--- src/rtl/mips_multicycle_ctrl.sv ---
// Multicycle MIPS control FSM.
// Sequences the shared-memory / ALU / register-file datapath one step per cycle.
// Memory states stall on MemReady. A stall that lasts too long traps the machine.
// An unsupported opcode also traps the machine.
// Control outputs decode from the current state only; FETCH additionally gates
// IRWrite/PCWrite with MemReady so the PC and IR update exactly once per fetch.
module mips_multicycle_ctrl #(
    parameter int unsigned MEM_TIMEOUT = 15
) (
    input  logic       CLK,
    input  logic       Reset,
    input  logic [5:0] Opcode,
    input  logic       MemReady,
    output logic       PCWrite,
    output logic       PCWriteCond,
    output logic       IorD,
    output logic       MemRead,
    output logic       MemWrite,
    output logic       IRWrite,
    output logic       MemtoReg,
    output logic       RegDst,
    output logic       RegWrite,
    output logic       ALUSrcA,
    output logic [1:0] ALUSrcB,
    output logic [1:0] ALUOp,
    output logic [1:0] PCSource,
    output logic [3:0] State,
    output logic       Illegal,
    output logic       Timeout
);

    localparam logic [3:0] S_IDLE      = 4'd0;
    localparam logic [3:0] S_FETCH     = 4'd1;
    localparam logic [3:0] S_DECODE    = 4'd2;
    localparam logic [3:0] S_MEM_ADDR  = 4'd3;
    localparam logic [3:0] S_MEM_READ  = 4'd4;
    localparam logic [3:0] S_MEM_WB    = 4'd5;
    localparam logic [3:0] S_MEM_WRITE = 4'd6;
    localparam logic [3:0] S_R_EXEC    = 4'd7;
    localparam logic [3:0] S_R_WB      = 4'd8;
    localparam logic [3:0] S_BRANCH    = 4'd9;
    localparam logic [3:0] S_JUMP      = 4'd10;
    localparam logic [3:0] S_ADDI_EXEC = 4'd11;
    localparam logic [3:0] S_ADDI_WB   = 4'd12;
    localparam logic [3:0] S_TRAP      = 4'd15;

    localparam logic [5:0] OP_R    = 6'b000000;
    localparam logic [5:0] OP_LW   = 6'b100011;
    localparam logic [5:0] OP_SW   = 6'b101011;
    localparam logic [5:0] OP_BEQ  = 6'b000100;
    localparam logic [5:0] OP_J    = 6'b000010;
    localparam logic [5:0] OP_ADDI = 6'b001000;

    localparam logic [7:0] TIMEOUT_LIM = 8'(MEM_TIMEOUT);

    logic [3:0] state_q, state_d;
    logic [7:0] cnt_q, cnt_d;
    logic [5:0] op_q, op_d;
    logic       illegal_q, illegal_d;
    logic       timeout_q, timeout_d;
    logic       mem_state_s;
    logic       trap_s;

    // A memory state that is still waiting has exhausted its budget.
    assign mem_state_s = (state_q == S_FETCH) || (state_q == S_MEM_READ) ||
                         (state_q == S_MEM_WRITE);
    assign trap_s      = mem_state_s && !MemReady && (cnt_q == TIMEOUT_LIM);

    // Next-state, captured opcode, wait counter and sticky fault flags.
    always_comb begin
        state_d   = state_q;
        op_d      = op_q;
        illegal_d = illegal_q;
        timeout_d = timeout_q | trap_s;
        case (state_q)
            S_IDLE:      state_d = S_FETCH;
            S_FETCH: begin
                if (MemReady)    state_d = S_DECODE;
                else if (trap_s) state_d = S_TRAP;
                else             state_d = S_FETCH;
            end
            S_DECODE: begin
                op_d = Opcode;
                case (Opcode)
                    OP_R:         state_d = S_R_EXEC;
                    OP_LW, OP_SW: state_d = S_MEM_ADDR;
                    OP_BEQ:       state_d = S_BRANCH;
                    OP_J:         state_d = S_JUMP;
                    OP_ADDI:      state_d = S_ADDI_EXEC;
                    default: begin
                        state_d   = S_TRAP;
                        illegal_d = 1'b1;
                    end
                endcase
            end
            S_MEM_ADDR: begin
                if (op_q == OP_SW) state_d = S_MEM_WRITE;
                else               state_d = S_MEM_READ;
            end
            S_MEM_READ: begin
                if (MemReady)    state_d = S_MEM_WB;
                else if (trap_s) state_d = S_TRAP;
                else             state_d = S_MEM_READ;
            end
            S_MEM_WRITE: begin
                if (MemReady)    state_d = S_FETCH;
                else if (trap_s) state_d = S_TRAP;
                else             state_d = S_MEM_WRITE;
            end
            S_MEM_WB, S_R_WB, S_ADDI_WB, S_BRANCH, S_JUMP: state_d = S_FETCH;
            S_R_EXEC:    state_d = S_R_WB;
            S_ADDI_EXEC: state_d = S_ADDI_WB;
            S_TRAP:      state_d = S_TRAP;
            default:     state_d = S_IDLE;
        endcase

        if (state_d != state_q)           cnt_d = 8'd0;
        else if (mem_state_s && !MemReady) cnt_d = cnt_q + 8'd1;
        else                               cnt_d = cnt_q;
    end

    // State and bookkeeping registers; reset forces IDLE with flags cleared.
    always_ff @(posedge CLK or negedge Reset) begin
        if (!Reset) begin
            state_q   <= S_IDLE;
            cnt_q     <= 8'd0;
            op_q      <= 6'd0;
            illegal_q <= 1'b0;
            timeout_q <= 1'b0;
        end else begin
            state_q   <= state_d;
            cnt_q     <= cnt_d;
            op_q      <= op_d;
            illegal_q <= illegal_d;
            timeout_q <= timeout_d;
        end
    end

    // Datapath control decode from the current state.
    always_comb begin
        PCWrite     = 1'b0;
        PCWriteCond = 1'b0;
        IorD        = 1'b0;
        MemRead     = 1'b0;
        MemWrite    = 1'b0;
        IRWrite     = 1'b0;
        MemtoReg    = 1'b0;
        RegDst      = 1'b0;
        RegWrite    = 1'b0;
        ALUSrcA     = 1'b0;
        ALUSrcB     = 2'b00;
        ALUOp       = 2'b00;
        PCSource    = 2'b00;
        case (state_q)
            S_FETCH: begin
                MemRead = 1'b1;
                ALUSrcB = 2'b01;
                IRWrite = MemReady;
                PCWrite = MemReady;
            end
            S_DECODE: ALUSrcB = 2'b11;
            S_MEM_ADDR, S_ADDI_EXEC: begin
                ALUSrcA = 1'b1;
                ALUSrcB = 2'b10;
            end
            S_MEM_READ: begin
                MemRead = 1'b1;
                IorD    = 1'b1;
            end
            S_MEM_WRITE: begin
                MemWrite = 1'b1;
                IorD     = 1'b1;
            end
            S_MEM_WB: begin
                RegWrite = 1'b1;
                MemtoReg = 1'b1;
            end
            S_R_EXEC: begin
                ALUSrcA = 1'b1;
                ALUOp   = 2'b10;
            end
            S_R_WB: begin
                RegWrite = 1'b1;
                RegDst   = 1'b1;
            end
            S_ADDI_WB: RegWrite = 1'b1;
            S_BRANCH: begin
                ALUSrcA     = 1'b1;
                ALUOp       = 2'b01;
                PCWriteCond = 1'b1;
                PCSource    = 2'b01;
            end
            S_JUMP: begin
                PCWrite  = 1'b1;
                PCSource = 2'b10;
            end
            default: PCWrite = 1'b0;
        endcase
    end

    assign State   = state_q;
    assign Illegal = illegal_q;
    assign Timeout = timeout_q;

endmodule

--- config.mk ---
export PLATFORM = sky130hd
export DESIGN_NAME = mips_multicycle_ctrl
export DESIGN_NICKNAME = d
export VERILOG_FILES = /design/src/rtl/mips_multicycle_ctrl.sv
export SDC_FILE = /design/constraint.sdc
export NUM_CORES = 1
export LEC_CHECK = 0
export BUFFER_PORTS_ARGS = -buffer_cell sky130_fd_sc_hd__buf_2
export CAP_MARGIN = 20
export CORE_MARGIN = 10
export CORE_UTILIZATION = 51
export CTS_BUF_LIST = sky130_fd_sc_hd__clkbuf_4 sky130_fd_sc_hd__clkbuf_8
export CTS_CLUSTER_SIZE = 14
export DETAILED_ROUTE_END_ITERATION = 10
export PLACE_DENSITY = 0.78
export SETUP_SLACK_MARGIN = 0.2
export SLEW_MARGIN = 20
export SYNTH_ARGS = -nofsm -noshare
export SYNTH_HDL_FRONTEND = slang
export SYNTH_SLANG_ARGS = --single-unit
--- constraint.sdc ---
create_clock -name CLK -period 2 [get_ports CLK]
set_input_delay 0.3 -clock CLK [delete_from_list [all_inputs] [get_ports CLK]]
set_output_delay 0.3 -clock CLK [all_outputs]
set_load 0.01 [all_outputs]
==> results by group <==
Floorplanning
  – # rows: 19
  – Starting Density: 0.525
  – Core ar.: 2730 sq um
  – Area of the die: 5340 sq um
  – Chip Height: 73.1 um
  – IO Pins: 31
  – Die width: 73.1 um

Placement
  – Placed Cells incl. Taps: 237
  – Placed wire-length estimate: 3170 um
  – DP Area: 1770 sq um
  – Port Buffer Count: 30
  – Placer Congestion: 0.888

Synthesis
  – Flip-flop and latch count after synthesis: 20
  – Mapped Nets: ~180
  – Yosys warns: 0
  – Top cells by area, synth: dfrtp_1, nor2_1, mux2_2
  – Syn_area_per_cell: 8.71 sq um
  – Area leader, netlist: dfrtp_1
  – Synth top area share: 0.348
  – Mapped Area: between 1000 and 1500 sq um
  – Sequential area share after synthesis: 0.348
  – Synth unique cells: 48
  – Synth Instances: 165

Detailed routing
  – DRC viols: 0
  – Final wirelength: between 5000 and 6000 um
  – Routed WL per cell: just under 20 um
  – Vias: 1597
  – Drt first pass iters: 4
  – Routed Antenna Nets: 0
  – DR vias/cell: between 6 and 7
  – DRT iter0 DRCs: around 220

STA
  – Pins over their slew limit: 0
  – Setup TNS: 0 ns
  – Worst hold slack: 0.327 ns
  – Final setup fails: 0
  – Post-route clock period utilization: 0.978
  – Hold Fails Final Rpt: 0
  – Fmax: a little over 500 MHz
  – Tmin final: 1.96 ns
  – Slew margin rel.: 0.693
  – Layout Skew: 0.00573 ns
  – Worst Tran Pin Value: 0.460 ns
  – RSZ-0062 raised after global routing: true

Clock network
  – Root Driver: clkbuf_4
  – Clk sinks: 20
  – CTS buffer count: 3
  – Clk buf depth: 2
  – Clk pin slew, worst setup/hold paths: between 0.1 and 0.15 ns
  – TritonCTS clock tree: done
  – Worst-skew pair later-pin latency: 0.29 ns
  – Htree depth: 1

Min path
  – Worst min path class: in -> reg
  – WHS Endpoint: op_q[5]
  – Min-delay src: Opcode[5]
  – Hold depth: 2

Global routing
  – Initial antenna violation count: 0
  – First-pass GRT wire length: 7180 um
  – Gr usage total: 0.161
  – Vias in the first global route: 1498
  – Gr ovfl total: 0
  – Largest net degree at the start of global routing: 21

Layout
  – Most common cell after layout, fill and taps aside: buf_2
  – Final Util: 0.758
  – Most frequent cells in the layout: buf_2, buf_4, dfrtp_1, nor2_1, nand2_1
  – Final net count: 235
  – Non-filler cells, final: 255
  – Final non-filler cell area: 2070 sq um
  – Layout area overhead: 44.3%
  – Diode count: 0
  – Layout cell share with drive strength beyond 1: 0.527
  – # fillers: 178

Worst setup path
  – FF-to-FF End: cnt_q[4]
  – Data arrival time of the critical path: 1.66 ns
  – FF-to-FF path depth: 6
  – R2R Path Start: State[3]
  – Reg2reg setup slack: approximately 0.050 ns
  – WS Path Type: reg -> out
  – Startpoint type of the worst setup path: flop
  – Critical Path End Type: output pin
  – WP data required: 1.70 ns
  – Crit path max fanout: 3

Power and ir drop
  – Power Dens Cells: 1340 nW/um^2
  – Peak VDD IR: 1.22 mV
  – Leakage: ~0.92 nW

Status
  – Outcome: complete, no violations

Job
  – Maxcap violations: 0
logic make-up after synthesis:
kind of cell               count (synthesis)  synth area share
and+or+nand+nor                           77             0.314
AOI/OAI and AO/OA                         36             0.180
DFF                                       20             0.348
buffers and inverters                     17            0.0514
xor gates and xnor gates                   7            0.0427
muxes                                      7            0.0540
adders and majority gates                  1           0.00871
cell usage after synthesis, drive strengths merged:
library cell  count
a211oi            4
o211ai            1
dfrtp            20
or4bb             1
o21a              1
o22ai             2
or3               4
o221ai            1
o31ai             4
nand2b            6
o2111ai           3
nand4             3
and2              1
xnor2             4
and3              2
nand4b            1
nor4              3
nand2            11
nor3              9
nor2             19
a21oi             9
mux2              6
inv               8
nor3b             1
mux2i             1
a221oi            1
or4               4
nor2b             2
or2               2
nor4b             3
xor2              3
nand3             3
o21ai             6
o22a              1
ha                1
buf               7
o31a              1
clkbuf            2
or4b              2
a21boi            2
state kept, by name, summed over array words and instances (netlist names):
name and flops:
op_q 6, Illegal 1, cnt_q 8, State 4
Timeout 1
worst max-delay path: stages, from the launching register on:
cell and delay (ns):
dfrtp_2 0.46, or4b_4 0.56, buf_6 0.14, nor2_1 0.08, buf_2 0.13
final cells by class:
type	instances	area [sq um]	share of cell area
Tap cell	31	38.8	0.0187
Timing Repair Buffer	64	438	0.211
Multi-Input combinational cell	128	1030	0.497
Sequential cell	20	505	0.244
Inverter	8	30.0	0.0145
Clock buffer	4	30.0	0.0145
stage by stage:
stage / power [W] / setup slack [ns]
after floorplan: 0.00152 / 0.139
after global placement: 0.00194 / 0.0345
after detailed placement: 0.00200 / -0.0600
after CTS: 0.00244 / 0.0388
after global routing: 0.00293 / 0.00206
final: 0.00278 / 0.0435
repair_timing:
item	in CTS	in global routing
setup endpoints to repair	19	23
pin swaps	12	3
buffers inserted	8	5
resized for setup	20	19
cloned	0	0
endpoints found under the hold margin	20	0
hold buffers	1	0
metal layers:
layer / global-route usage / part of all wire / vias up
met4: 0.0570 / 0.024 / 0
met1: 0.196 / 0.37 / 751
met3: 0.0449 / 0.11 / 14
met2: 0.263 / 0.49 / 109
li1: - / - / 723
met5: 0 / 0 / -
how the worst max path moves through the flow:
| stage | startpoint | to |
|---|---|---|
| 6_report | State[3] | IRWrite |
| 5_1_grt | State[2] | PCWrite |
| 4_1_cts | State[2] | PCWrite |
| 3_5_place_dp | Opcode[0] | cnt_q[4] |
| 3_3_place_gp | Opcode[0] | cnt_q[5] |
| 2_1_floorplan | State[0] | cnt_q[5] |
power by group:
group	switching [W]	internal [W]	leakage, nW
Clock	0.000123	0.0000910	0.0184
Combinational	0.00104	0.000903	0.648
Sequential	0.000107	0.000518	0.253
(Power assumes the default switching activity.)
